**src/rtl/algo_nror1w_dup_core.sv**
```systemverilog
// algo_nror1w_dup_core
// Functional core of a 1-write / NUMRDPT-read memory built by duplicating every
// virtual bank once per read port. After reset all copies are zero-filled, then
// writes go to every copy of a bank and read port p reads its private copy.
module algo_nror1w_dup_core #(
    parameter int WIDTH      = 32,
    parameter int NUMRDPT    = 2,
    parameter int NUMADDR    = 8192,
    parameter int BITADDR    = 13,
    parameter int NUMVBNK    = 8,
    parameter int BITVBNK    = 3,
    parameter int NUMVROW    = 1024,
    parameter int BITVROW    = 10,
    parameter int BITPADR    = 13,
    parameter int SRAM_DELAY = 2,
    parameter int FLOPIN     = 0,
    parameter int FLOPOUT    = 0
) (
    input  logic                                       clk,
    input  logic                                       rst,
    output logic                                       ready,
    input  logic                                       write,
    input  logic [BITADDR-1:0]                         wr_adr,
    input  logic [WIDTH-1:0]                           din,
    input  logic [NUMRDPT-1:0]                         read,
    input  logic [NUMRDPT*BITADDR-1:0]                 rd_adr,
    output logic [NUMRDPT-1:0]                         rd_vld,
    output logic [NUMRDPT*WIDTH-1:0]                   rd_dout,
    output logic [NUMRDPT-1:0]                         rd_fwrd,
    output logic [NUMRDPT-1:0]                         rd_serr,
    output logic [NUMRDPT-1:0]                         rd_derr,
    output logic [NUMRDPT*BITPADR-1:0]                 rd_padr,
    output logic [NUMRDPT*NUMVBNK-1:0]                 t1_readA,
    output logic [NUMRDPT*NUMVBNK-1:0]                 t1_writeA,
    output logic [NUMRDPT*NUMVBNK*BITVROW-1:0]         t1_addrA,
    output logic [NUMRDPT*NUMVBNK*WIDTH-1:0]           t1_dinA,
    input  logic [NUMRDPT*NUMVBNK*WIDTH-1:0]           t1_doutA,
    input  logic [NUMRDPT*NUMVBNK-1:0]                 t1_fwrdA,
    input  logic [NUMRDPT*NUMVBNK-1:0]                 t1_serrA,
    input  logic [NUMRDPT*NUMVBNK-1:0]                 t1_derrA,
    input  logic [NUMRDPT*NUMVBNK*(BITPADR-BITVBNK)-1:0] t1_padrA
);

    localparam int NUMCOPY = NUMRDPT * NUMVBNK;
    localparam int BITPROW = BITPADR - BITVBNK;

    // Bank of a logical address (rows per bank need not be a power of two)
    function automatic logic [BITVBNK-1:0] np2_bank(input logic [BITADDR-1:0] adr);
        return BITVBNK'(adr / BITADDR'(NUMVROW));
    endfunction

    // Row within the bank of a logical address
    function automatic logic [BITVROW-1:0] np2_row(input logic [BITADDR-1:0] adr);
        return BITVROW'(adr % BITADDR'(NUMVROW));
    endfunction

    function automatic logic adr_in_range(input logic [BITADDR-1:0] adr);
        return ({1'b0, adr} < (BITADDR+1)'(NUMADDR));
    endfunction

    typedef enum logic [0:0] {ST_INIT = 1'b0, ST_READY = 1'b1} state_t;

    state_t               state_r;
    logic [BITVROW-1:0]   init_row_r;
    logic                 ready_r;

    // Init sequencer: sweep every row once with zero writes, then stay ready
    always_ff @(posedge clk) begin
        if (rst) begin
            state_r    <= ST_INIT;
            init_row_r <= '0;
            ready_r    <= 1'b0;
        end else begin
            case (state_r)
                ST_INIT: begin
                    if (init_row_r == BITVROW'(NUMVROW - 1)) begin
                        state_r    <= ST_READY;
                        init_row_r <= '0;
                        ready_r    <= 1'b1;
                    end else begin
                        init_row_r <= init_row_r + BITVROW'(1);
                    end
                end
                ST_READY: begin
                    ready_r <= 1'b1;
                end
                default: begin
                    state_r    <= ST_INIT;
                    init_row_r <= '0;
                    ready_r    <= 1'b0;
                end
            endcase
        end
    end

    assign ready = ready_r;

    // Requests seen while not ready are discarded before (and after) any input stage
    logic                         wr_req_s;
    logic [NUMRDPT-1:0]           rd_req_s;
    logic                         wr_req_q;
    logic [BITADDR-1:0]           wr_adr_q;
    logic [WIDTH-1:0]             din_q;
    logic [NUMRDPT-1:0]           rd_req_q;
    logic [NUMRDPT*BITADDR-1:0]   rd_adr_q;

    assign wr_req_s = write & ready_r;
    assign rd_req_s = read & {NUMRDPT{ready_r}};

    generate
        if (FLOPIN != 0) begin : g_flopin
            logic                       wr_req_r;
            logic [BITADDR-1:0]         wr_adr_r;
            logic [WIDTH-1:0]           din_r;
            logic [NUMRDPT-1:0]         rd_req_r;
            logic [NUMRDPT*BITADDR-1:0] rd_adr_r;

            // Input register stage
            always_ff @(posedge clk) begin
                if (rst) begin
                    wr_req_r <= 1'b0;
                    wr_adr_r <= '0;
                    din_r    <= '0;
                    rd_req_r <= '0;
                    rd_adr_r <= '0;
                end else begin
                    wr_req_r <= wr_req_s;
                    wr_adr_r <= wr_adr;
                    din_r    <= din;
                    rd_req_r <= rd_req_s;
                    rd_adr_r <= rd_adr;
                end
            end

            assign wr_req_q = wr_req_r & ready_r;
            assign wr_adr_q = wr_adr_r;
            assign din_q    = din_r;
            assign rd_req_q = rd_req_r & {NUMRDPT{ready_r}};
            assign rd_adr_q = rd_adr_r;
        end else begin : g_direct
            assign wr_req_q = wr_req_s;
            assign wr_adr_q = wr_adr;
            assign din_q    = din;
            assign rd_req_q = rd_req_s;
            assign rd_adr_q = rd_adr;
        end
    endgenerate

    logic                 wr_go_s;
    logic [BITVBNK-1:0]   wr_bank_s;
    logic [BITVROW-1:0]   wr_row_s;
    logic [NUMRDPT-1:0]   rd_go_s;
    logic [BITVBNK-1:0]   rd_bank_s [NUMRDPT];
    logic [BITVROW-1:0]   rd_row_s  [NUMRDPT];

    // Decode requests; a write request pre-empts every read of the same cycle
    always_comb begin
        wr_go_s   = wr_req_q & adr_in_range(wr_adr_q);
        wr_bank_s = np2_bank(wr_adr_q);
        wr_row_s  = np2_row(wr_adr_q);
        rd_go_s   = '0;
        for (int p = 0; p < NUMRDPT; p++) begin
            rd_bank_s[p] = np2_bank(rd_adr_q[p*BITADDR +: BITADDR]);
            rd_row_s[p]  = np2_row(rd_adr_q[p*BITADDR +: BITADDR]);
            rd_go_s[p]   = rd_req_q[p] & adr_in_range(rd_adr_q[p*BITADDR +: BITADDR]) & ~wr_req_q;
        end
    end

    // Drive the copies: zero fill during init, otherwise write all copies of a bank or per-port reads
    always_comb begin
        t1_readA  = '0;
        t1_writeA = '0;
        t1_addrA  = '0;
        t1_dinA   = '0;
        if (rst) begin
            t1_writeA = '0;
        end else if (state_r == ST_INIT) begin
            t1_writeA = '1;
            for (int k = 0; k < NUMCOPY; k++) begin
                t1_addrA[k*BITVROW +: BITVROW] = init_row_r;
            end
        end else if (wr_go_s) begin
            for (int p = 0; p < NUMRDPT; p++) begin
                t1_writeA[NUMRDPT*int'(wr_bank_s)+p]                       = 1'b1;
                t1_addrA[(NUMRDPT*int'(wr_bank_s)+p)*BITVROW +: BITVROW]  = wr_row_s;
                t1_dinA[(NUMRDPT*int'(wr_bank_s)+p)*WIDTH +: WIDTH]       = din_q;
            end
        end else begin
            for (int p = 0; p < NUMRDPT; p++) begin
                t1_readA[NUMRDPT*int'(rd_bank_s[p])+p]                      = rd_go_s[p];
                t1_addrA[(NUMRDPT*int'(rd_bank_s[p])+p)*BITVROW +: BITVROW] =
                    rd_go_s[p] ? rd_row_s[p] : '0;
            end
        end
    end

    logic [SRAM_DELAY-1:0] pvld_r [NUMRDPT];
    logic [BITVBNK-1:0]    pbnk_r [NUMRDPT][SRAM_DELAY];

    // Per-port read pipeline carrying valid and bank across the SRAM latency
    always_ff @(posedge clk) begin
        if (rst) begin
            for (int p = 0; p < NUMRDPT; p++) begin
                pvld_r[p] <= '0;
                for (int s = 0; s < SRAM_DELAY; s++) begin
                    pbnk_r[p][s] <= '0;
                end
            end
        end else begin
            for (int p = 0; p < NUMRDPT; p++) begin
                pvld_r[p][0] <= rd_go_s[p];
                pbnk_r[p][0] <= rd_bank_s[p];
                for (int s = 1; s < SRAM_DELAY; s++) begin
                    pvld_r[p][s] <= pvld_r[p][s-1];
                    pbnk_r[p][s] <= pbnk_r[p][s-1];
                end
            end
        end
    end

    logic [NUMRDPT-1:0]         rd_vld_s;
    logic [NUMRDPT*WIDTH-1:0]   rd_dout_s;
    logic [NUMRDPT-1:0]         rd_fwrd_s;
    logic [NUMRDPT-1:0]         rd_serr_s;
    logic [NUMRDPT-1:0]         rd_derr_s;
    logic [NUMRDPT*BITPADR-1:0] rd_padr_s;

    // Select the owning copy's return data; outputs stay zero unless a read is due
    always_comb begin
        rd_vld_s  = '0;
        rd_dout_s = '0;
        rd_fwrd_s = '0;
        rd_serr_s = '0;
        rd_derr_s = '0;
        rd_padr_s = '0;
        for (int p = 0; p < NUMRDPT; p++) begin
            if (pvld_r[p][SRAM_DELAY-1] && !rst) begin
                rd_vld_s[p]                       = 1'b1;
                rd_dout_s[p*WIDTH +: WIDTH]       =
                    t1_doutA[(NUMRDPT*int'(pbnk_r[p][SRAM_DELAY-1])+p)*WIDTH +: WIDTH];
                rd_fwrd_s[p] = t1_fwrdA[NUMRDPT*int'(pbnk_r[p][SRAM_DELAY-1])+p];
                rd_serr_s[p] = t1_serrA[NUMRDPT*int'(pbnk_r[p][SRAM_DELAY-1])+p];
                rd_derr_s[p] = t1_derrA[NUMRDPT*int'(pbnk_r[p][SRAM_DELAY-1])+p];
                rd_padr_s[p*BITPADR +: BITPADR]   = {pbnk_r[p][SRAM_DELAY-1],
                    t1_padrA[(NUMRDPT*int'(pbnk_r[p][SRAM_DELAY-1])+p)*BITPROW +: BITPROW]};
            end else begin
                rd_vld_s[p] = 1'b0;
            end
        end
    end

    generate
        if (FLOPOUT != 0) begin : g_flopout
            // Output register stage
            always_ff @(posedge clk) begin
                if (rst) begin
                    rd_vld  <= '0;
                    rd_dout <= '0;
                    rd_fwrd <= '0;
                    rd_serr <= '0;
                    rd_derr <= '0;
                    rd_padr <= '0;
                end else begin
                    rd_vld  <= rd_vld_s;
                    rd_dout <= rd_dout_s;
                    rd_fwrd <= rd_fwrd_s;
                    rd_serr <= rd_serr_s;
                    rd_derr <= rd_derr_s;
                    rd_padr <= rd_padr_s;
                end
            end
        end else begin : g_comb_out
            assign rd_vld  = rd_vld_s;
            assign rd_dout = rd_dout_s;
            assign rd_fwrd = rd_fwrd_s;
            assign rd_serr = rd_serr_s;
            assign rd_derr = rd_derr_s;
            assign rd_padr = rd_padr_s;
        end
    endgenerate

endmodule
```
**config.mk**
```make
export PLATFORM = sky130hd
export DESIGN_NAME = algo_nror1w_dup_core
export DESIGN_NICKNAME = d
export VERILOG_FILES = /design/src/rtl/algo_nror1w_dup_core.sv
export SDC_FILE = /design/constraint.sdc
export NUM_CORES = 1
export LEC_CHECK = 0
export BUFFER_PORTS_ARGS = -buffer_cell sky130_fd_sc_hd__buf_4
export CORE_AREA = 2 2 624 626
export CTS_CLUSTER_DIAMETER = 50
export CTS_CLUSTER_SIZE = 28
export DETAILED_ROUTE_END_ITERATION = 6
export DIE_AREA = 0 0 626 628
export GPL_ROUTABILITY_DRIVEN = 0
export GPL_TIMING_DRIVEN = 0
export HOLD_SLACK_MARGIN = 0.12
export PLACE_DENSITY_LB_ADDON = 0.12
export REMOVE_ABC_BUFFERS = 1
export SLEW_MARGIN = 20
export SYNTH_ARGS = -nofsm -noshare
export SYNTH_HDL_FRONTEND = slang
export SYNTH_SLANG_ARGS = --single-unit
```
**constraint.sdc**
```tcl
create_clock -name clk -period 15.01 [get_ports clk]
set_input_delay 3.002 -clock clk [delete_from_list [all_inputs] [get_ports clk]]
set_output_delay 3.002 -clock clk [all_outputs]
set_load 0.01 [all_outputs]
```
Word level (Yosys, flattened, before mapping)

Memory sizes are Yosys's and may differ from the RTL's.
Cells that the tools add are included.

Flip-flop bits (word level): 12
Memory bits (writable): 16
Input port bits: 796
Output and inout port bits: 803
Logic and storage cells: 144
Memories: 2

Add/subtract/negate cells: 10
Multipliers: 6
$lt $le $gt $ge: 10
Equal/unequal tests: 2
Shift-type cells: 16
Muxes and demuxes: 69
Bitwise logic cells: 19
Reductions and logical operators: 7

Memory list:

| memory | depth | width | read ports | clocked after Yosys merged registers in | write ports | line | source |
|---|---|---|---|---|---|---|---|
| pbnk_r | 2     | 6     | 2          | 0                                       | 2           | 198  | `logic [BITVBNK-1:0] pbnk_r [NUMRDPT][SRAM_DELAY];` |
| pvld_r | 2     | 2     | 2          | 0                                       | 2           | 197  | `logic [SRAM_DELAY-1:0] pvld_r [NUMRDPT];` |

Operators with widths:

| cell                                                                                  | count |
|---|---|
| 512-bit two-way mux                                                                   | 3 |
| 32-bit by 33-bit variable shift with 512-bit output (first input constant)            | 2 |
| 32-bit by 33-bit variable part select with 512-bit output                             | 2 |
| 10-bit by 33-bit variable shift with 160-bit output (first input constant)            | 4 |
| 10-bit by 33-bit variable part select with 160-bit output                             | 4 |
| 512-bit bitwise AND                                                                   | 1 |
| 512-bit bitwise mux                                                                   | 1 |
| 512-bit by 10-bit variable part select with 32-bit output                             | 1 |
| 512-bit by 32-bit variable part select with 32-bit output                             | 1 |
| 160-bit two-way mux                                                                   | 3 |
| 160-bit bitwise AND                                                                   | 2 |
| 160-bit bitwise mux                                                                   | 2 |
| 160-bit by 10-bit variable part select with 10-bit output                             | 1 |
| 160-bit by 9-bit variable part select with 10-bit output                              | 1 |
| 32-bit by 6-bit less-than comparator with 1-bit output (second input constant)        | 3 |
| 16-bit two-way mux                                                                    | 6 |
| 8-bit negation with 33-bit output                                                     | 2 |
| 9-bit negation with 33-bit output                                                     | 2 |
| 32-bit by 1-bit greater-or-equal comparator with 1-bit output (second input constant) | 2 |
| 32-bit two-way mux                                                                    | 2 |
| 10-bit negation with 33-bit output                                                    | 1 |
| 32-bit negation with 33-bit output                                                    | 1 |
| 32-bit by 4-bit multiplier with 31-bit output (second input constant)                 | 1 |
| 1-bit two-way mux                                                                     | 31 |
| other kinds (25)                                                                      | 60 |

Depth between registers and ports, before layout

Gate-level depths: netlist of the first run.

Depth in word-level cells: 10
Gate-level depth with buffers: 16
Mapped depth without buffers: 12

Worst setup path before layout of the first run

No wires, ideal clock.

Path type: in2out
Start: input rd_adr[10]
End: output t1_addrA[132]
Data arrival time: 6.208 ns
Slack: 5.800 ns
Stages: 15
Cells stage by stage: ha_1 > ha_1 > inv_1 > ha_1 > clkbuf_1 > clkbuf_1 > nor3_1 > ha_1 > buf_2 > nor3b_1 > mux2_4 > o21ai_2 > o32a_1 > or3_1 > a211oi_1

Longest elaborated chain between the ends: 8
Elaborated cells on any way between the ends: 9
Those cells by class: add/sub (1); mul (1); shift (2); mux (4); bitwise (1)

Ends and longest elaborated chain:

| element                                                                                                                                 | line | source |
|---|---|---|
| start, declared                                                                                                                         | 26   | `input logic [NUMRDPT*BITADDR-1:0] rd_adr,` |
| 3-bit by 3-bit multiplier with 6-bit output *                                                                                           | 191  | `t1_addrA[(NUMRDPT*int'(rd_bank_s[p])+p)*BITVROW +: BITVROW] =` |
| 8-bit negation with 33-bit output *                                                                                                     | 191  |  |
| 10-bit by 33-bit variable part select with 160-bit output / 10-bit by 33-bit variable shift with 160-bit output (equally long branches) | 191  |  |
| 160-bit bitwise AND (no line) *                                                                                                         | -    |  |
| 160-bit bitwise mux *                                                                                                                   | 191  |  |
| 160-bit two-way mux *                                                                                                                   | 182  | `end else if (wr_go_s) begin` |
| 160-bit two-way mux *                                                                                                                   | 177  | `end else if (state_r == ST_INIT) begin` |
| 160-bit two-way mux *                                                                                                                   | 175  | `if (rst) begin` |
| end, declared                                                                                                                           | 35   | `output logic [NUMRDPT*NUMVBNK*BITVROW-1:0] t1_addrA,` |

Every way passes the cells marked *; elsewhere a longest branch is shown, timed or not.

Worst setup path after layout of the first run

Start: input wr_adr[10]
End: output t1_addrA[108]

Longest elaborated chain between the ends: 8
Elaborated cells on any way between the ends: 14
Those cells by class: add/sub (3); mul (2); shift (4); mux (4); bitwise (1)

Ends and longest elaborated chain:

| element                                                                                                      | line | source |
|---|---|---|
| start, declared                                                                                              | 23   | `input logic [BITADDR-1:0] wr_adr,` |
| 4-bit by 1-bit adder with 5-bit output / 3-bit by 3-bit multiplier with 6-bit output (equally long branches) | 185  | `t1_addrA[(NUMRDPT*int'(wr_bank_s)+p)*BITVROW +: BITVROW] = wr_row_s;` |
| 32-bit by 4-bit multiplier with 31-bit output / 8-bit negation with 33-bit output (equally long branches)    | 185  |  |
| 32-bit negation with 33-bit output, or another cell as far along                                             | 185  |  |
| 10-bit by 33-bit variable part select with 160-bit output, or another cell as far along                      | 185  |  |
| 160-bit bitwise mux *                                                                                        | 185  |  |
| 160-bit two-way mux *                                                                                        | 182  |  |
| 160-bit two-way mux *                                                                                        | 177  |  |
| 160-bit two-way mux *                                                                                        | 175  |  |

Marks and branches as above.

==> flow_summary.toml, run 1 <==
[floorplan]
fp.dieH_um = 628
rows = 229
dieArea_um2 = 393000
die_w_um = 626
initial_utilization = 0.0591
io_pins = 1599
coreArea_um2 = 387000

[critical_path]
ff2ff_setup_slack_ns = 12.92
required_ns = 12.01
crit_path_start_kind = "input port"
path_max_fanout = 58
critPathKind = "input port to output port"
critPathArrivalTime_ns = 9.03
cp-end-kind = "output port"

[clocking]
cts-root-buf = "clkbuf_16"
cts_tree = "yes"
worstSkewPairLatency_ns = 0.29
cts_made_buffers = 3
cts_resized = 0
cts_sinks = 28
postCtsSetupBuffers = 0
clk_transition_reported_paths_ns = 0.09
h-tree-depth = 1
cts_max_path_buffers = 2
cts.hold.buffers_added = 0

[pwr]
pwr-share-seq = 0.068
switching_share = 0.604
peakVddDrop_v = 0.0000292
p_int_w = 0.000486
power_frac_comb = 0.864
total_power_w = 0.00123
pwr_density_cell_nw_per_um2 = 29.0
clockPowerShare = 0.068
p_leak_nw = 16.0
p_switching_w = 0.000742

[timing]
timing.final.hold_violations = 0
setup_viol = 0
rsz0062_at_grt = "false"
min_period_ns = 12.03
slew_viol_final = 0
relSlewSlack = 0.148
fmax_ghz = 0.0831
skew_ns = 0.00648
period_share = 0.802
whs_ns = 0.438
tightest_slew_ns = 1.27

[route]
dr_total_vias = 37300
wl_um = 336000
drt_iter0_drc = 4063
route.detailed.drc = 0
wl_per_cell_um = 33.6
via_per_inst = 3.73
ant_nets = 0
first_pass_iters = 6

[grt]
grt_pass1_wl_um = 415000
grt_pass1_vias = 34700
grt_max_degree = 59
grt_util_met2 = 0.260
grt-ovfl-total = 0
grt-busiest-layer = "met2"
antenna_found_initial = 97
met1_usage = 0.214
gr-usage-met3 = 0.0254
grtUsageTotal = 0.161

[synth]
syn_inst = 3422
synth_ff_type = "dfxtp_1"
yosys-top-cells-area = "mux4_2 (18%), and2_1 (11%), nand2_1 (7.2%), nor2_1 (6.2%), a21oi_1 (5.2%)"
synth-async-reset-ratio = 0
yosysMostFrequentCell = "nand2_1"
yosys_warnings = 0
ys_ff_latch = 28
ys_seq_area_frac = 0.0245
synthTopCellsByCount = "nand2_1 (437), and2_1 (385), nor2_1 (376)"
syn_avg_cell_area_um2 = 6.69
synth.distinct_cells = 115
synth_top_area_share = 0.177
synth_edf_count = 0
netlist_area_um2 = 22900
yosysTopAreaCell = "mux4_2"

[min_path]
hp-class = "flop to flop"

[cells_and_area]
area.sequential_um2 = 587
synthToLayoutAreaGrowth_pct = 85.4
multi_input_area_um2 = 21300
drive_above_1_share = 0.432
fin_nets = 5593
fin_cells = 10000
fin_area_um2 = 42400
n_fill_cell = 45200

[placement]
dp_hpwl_um = 291000
placedInstanceArea_um2 = 42200
port_buffers = 1598
dp.cells = 9949

[status]
status = "finished, final reports clean"

[flow_run]
max_cap_violations = 0
[kinds of logic (layout without fill, tap and decap cells)]
logic type	Yosys count	count (layout)	share of synthesized area
flip-flops	28	28	0.0245
buffers and inverters	393	1727	0.0700
adder cells (fa/ha/maj)	40	40	0.0225
AND/OR/NAND/NOR	1801	1801	0.398
XOR/XNOR	23	23	0.0132
AO/OA/AOI/OAI	905	905	0.271
other	0	48	0
multiplexers	232	232	0.201
[cell usage in the layout, fill, tap and decap left out, types with 14 or more instances in the layout]
| master | synthesis | layout |
|---|---|---|
| buf_4 | 14 | 1611 |
| nand2_1 | 437 | 432 |
| and2_1 | 385 | 385 |
| nor2_1 | 376 | 360 |
| a21oi_1 | 236 | 235 |
| mux4_2 | 180 | 180 |
| nor3_1 | 177 | 163 |
| nand3_1 | 135 | 132 |
| o21ai_0 | 126 | 125 |
| a31oi_1 | 86 | 83 |
| a221oi_1 | 75 | 74 |
| a211oi_1 | 59 | 55 |
| diode_2 | 0 | 48 |
| o22ai_1 | 48 | 48 |
| nor2b_1 | 44 | 41 |
| nand2b_1 | 42 | 39 |
| inv_1 | 35 | 35 |
| buf_16 | 0 | 35 |
| and3_1 | 37 | 34 |
| ha_1 | 38 | 34 |
| mux2i_1 | 34 | 31 |
| nand4_1 | 29 | 29 |
| nor4_1 | 29 | 28 |
| buf_12 | 0 | 22 |
| dfxtp_1 | 28 | 21 |
| nor3_2 | 7 | 20 |
| a32oi_1 | 20 | 20 |
| a22oi_1 | 18 | 18 |
| o31ai_1 | 19 | 18 |
| or3_1 | 17 | 17 |
| mux2_2 | 17 | 17 |
| a22o_1 | 15 | 15 |
| a311oi_1 | 16 | 15 |
| a41oi_1 | 15 | 15 |
| nand3b_1 | 14 | 14 |
[power by group through the flow]
| stage | Combinational [W] | Sequential [W] | Clock, W |
|---|---|---|---|
| finish | 0.00106 | 0.0000839 | 0.0000831 |
| global placement | 0.000973 | 0.000107 | 0 |
| floorplan | 0.000388 | 0.0000939 | 0 |
| global route | 0.00109 | 0.0000847 | 0.0000899 |
| CTS | 0.00104 | 0.0000843 | 0.0000886 |
| detailed placement | 0.00104 | 0.0000860 | 0 |
[metrics by stage]
step	utilization	setup WS, ns	TNS [ns]
floorplan	-	5.03	0
global placement	0.103	-1.44	-70.22
detailed placement	0.109	3.13	0
CTS	0.109	3.06	0
global route	0.109	2.82	0
finish	0.110	2.98	0
[per-layer routing]
layer / up-vias / routed length (µm)
li1: 15600 / -
met1: 19300 / 146000
met2: 2060 / 155000
met3: 305 / 21300
met4: 30 / 13600
met5: - / 194
[critical path, stage by stage]
cell      delay, ns
buf_4          0.33
ha_1           0.45
xnor2_4        0.92
inv_4          0.26
nor3_1         0.29
ha_1           0.41
inv_1          0.19
nor2_1         0.60
nand4_1        0.81
a2111o_1       0.67
a21oi_1        0.41
a21boi_1       0.34
buf_4          0.25
[flip-flops by register name, summed over array words and instances, names as in the netlist]
signal / cells
pbnk_r: 12
init_row_r: 10
pvld_r: 4
ready: 1
state_r: 1
[worst paths after layout]
| check | start | end | cells after the start |
|---|---|---|---|
| worst max-delay path | wr_adr[10] | t1_addrA[108] | 13 |
| worst min register to register | pbnk_r[0][3] | pbnk_r[0][0] | 1 |
| worst max register to register | state_r | init_row_r[9] | 6 |
| worst min-delay path | pbnk_r[0][3] | pbnk_r[0][0] | 1 |
[cell type report]
cell class | count | share of cell area
sequential | 28 | 0.0138
multi-input combinational | 3001 | 0.502
timing repair buffer | 1681 | 0.322
clock buffer | 4 | 0.00236
inverter | 42 | 0.00386
antenna | 48 | 0.00283
tap | 5197 | 0.153
Power figures use the tool's default switching activity.
==> run 2: changes to the inputs <==
- CORE_AREA: 2 2 624 626 -> 2 2 619 621
- DIE_AREA: 0 0 626 628 -> 0 0 621 623
- clock period: 15.01 -> 11.07 ns (I/O delays scaled with it)
==> run 2 against run 1 <==
Against the previous run: final area fell by 0.63%; global-route usage rose by 0.066 points; wire length fell by 1.3%; clock power rose by 49%; combinational power rose by 33%; register-to-register slack got worse by 3.9 ns; final cell count fell by 1.7%; flip-flop and latch count did not move; first-iteration DRC count rose by 8.0%; critical endpoint unchanged; largest cell class unchanged; highest routed layer unchanged.
==> flow_summary.toml, run 2 (same netlist as run 1, synthesis figures left out) <==
[status]
status = "finished, final reports clean"

[grt]
grt-ovfl-total = 0
grtUsageTotal = 0.162
grt_max_degree = 59
antenna_found_initial = 116
grt_pass1_wl_um = 412000
grt_pass1_vias = 34400

[timing]
finalWorstSetupSlack_ns = 0.572
slew_viol_final = 0
timing.final.hold_violations = 0
period_share = 0.948
relSlewSlack = 0.141
min_period_ns = 10.50
fmax_ghz = 0.0953
setup_viol = 0
rsz0062_at_grt = "false"
skew_ns = 0.00936
tightest_slew_ns = 1.28

[floorplan]
initial_utilization = 0.0601
die_w_um = 621
fp.dieH_um = 623
rows = 227
coreArea_um2 = 381000
dieArea_um2 = 387000
io_pins = 1599

[pwr]
pwr_density_cell_nw_per_um2 = 39.1
peakVddDrop_v = 0.0000464
p_leak_nw = 15.9

[min_path]
hold_path_startpoint = "pbnk_r[0][3]"
hp-class = "flop to flop"

[cells_and_area]
final_util = 0.111
regMostFlops = "pbnk_r"
final_cell_mix = "buf_4 (1,612), nand2_1 (432), and2_1 (385), nor2_1 (359), a21oi_1 (235)"
fin_nets = 5592
layout_commonest_cell = "buf_4"
reg_top3 = "pbnk_r (12), init_row_r (10), pvld_r (4)"
drive_above_1_share = 0.431
largest_register_ffs = 12
synthToLayoutAreaGrowth_pct = 84.2

[critical_path]
crit_path_start_kind = "input port"
required_ns = 8.86
r2r_start = "state_r"
critPathArrivalTime_ns = 8.28
cp.buffers_inverters = 4
cpPeakStageDelay_ns = 0.92
crit_family = "compound AO/OA/AOI/OAI gates"
path_cells = "buf_4 > ha_1 > xnor2_4 > inv_4 > nor3_1 > ha_1 > inv_1 > nor2_1 > nand4_1 > a2111o_1 > a21oi_1 > a21boi_1 > buf_4"
cp-end-kind = "output port"
critPathKind = "input port to output port"
cpMaxStageDelayCell = "xnor2_4"
path_max_fanout = 58
cp-startpoint = "wr_adr[10]"

[route]
wl_per_cell_um = 33.7
via_per_inst = 3.78
route.detailed.drc = 0
dr_total_vias = 37200
drt_iter0_drc = 4387
wl_um = 332000
first_pass_iters = 6
ant_nets = 0

[clocking]
cts.hold.buffers_added = 0
cts_resized = 0
cts_made_buffers = 3
h-tree-depth = 1
worstSkewPairLatency_ns = 0.30
clk_transition_reported_paths_ns = 0.10
cts-root-buf = "clkbuf_16"
cts_tree = "yes"
cts_max_path_buffers = 2
postCtsSetupBuffers = 0
cts_sinks = 28

[placement]
port_buffers = 1598
dp_slack_ns = 0.605
dp_hpwl_um = 287000

[flow_run]
max_cap_violations = 0
## run 2: per-stage QoR
step	setup TNS, ns	hold slack, ns	std cells	power (W)	cell area (µm²)
after CTS	0	0.444	9793	0.00164	42000
after global routing	0	0.450	9802	0.00170	42100
after global placement	-1170.92	0.415	9707	0.00144	39700
final	0	0.441	9832	0.00165	42200
after floorplan	0	0.414	3071	0.000653	21400
after detailed placement	0	0.420	9789	0.00150	41900
## run 2: layout make-up
type	count	area (µm²)
Fill cell	44500	338000
Inverter	42	166
Sequential cell	28	587
Antenna cell	39	97.6
Clock buffer	3	75.1
Clock inverter	1	30.0
Timing Repair Buffer	1680	13600
Tap cell	5038	6300
Multi-Input combinational cell	3001	21300
## run 2: power by group
| group | switching, W | internal, W | total [W] |
|---|---|---|---|
| clock network | 0.0000518 | 0.0000727 | 0.000124 |
| logic | 0.000927 | 0.000487 | 0.00141 |
| registers | 0.00000831 | 0.000103 | 0.000111 |
## run 2: path summary, 6_finish.rpt
kind | slack (ns) | cells after the start | endpoint
hold reg to reg | 0.44 | 1 | pbnk_r[0][0]
setup reg to reg | 9.02 | 6 | init_row_r[9]
hold / removal | 0.44 | 1 | pbnk_r[0][0]
setup / recovery | 0.57 | 13 | t1_addrA[108]
## run 2: per-layer routing
layer  wire length (µm)  vias up  global-route usage
met2             149000     2129               0.255
met4              14000       30              0.0571
met1             147000    19200               0.218
met3              21600      327              0.0304
li1                   -    15500                   -
met5                172        -                   0
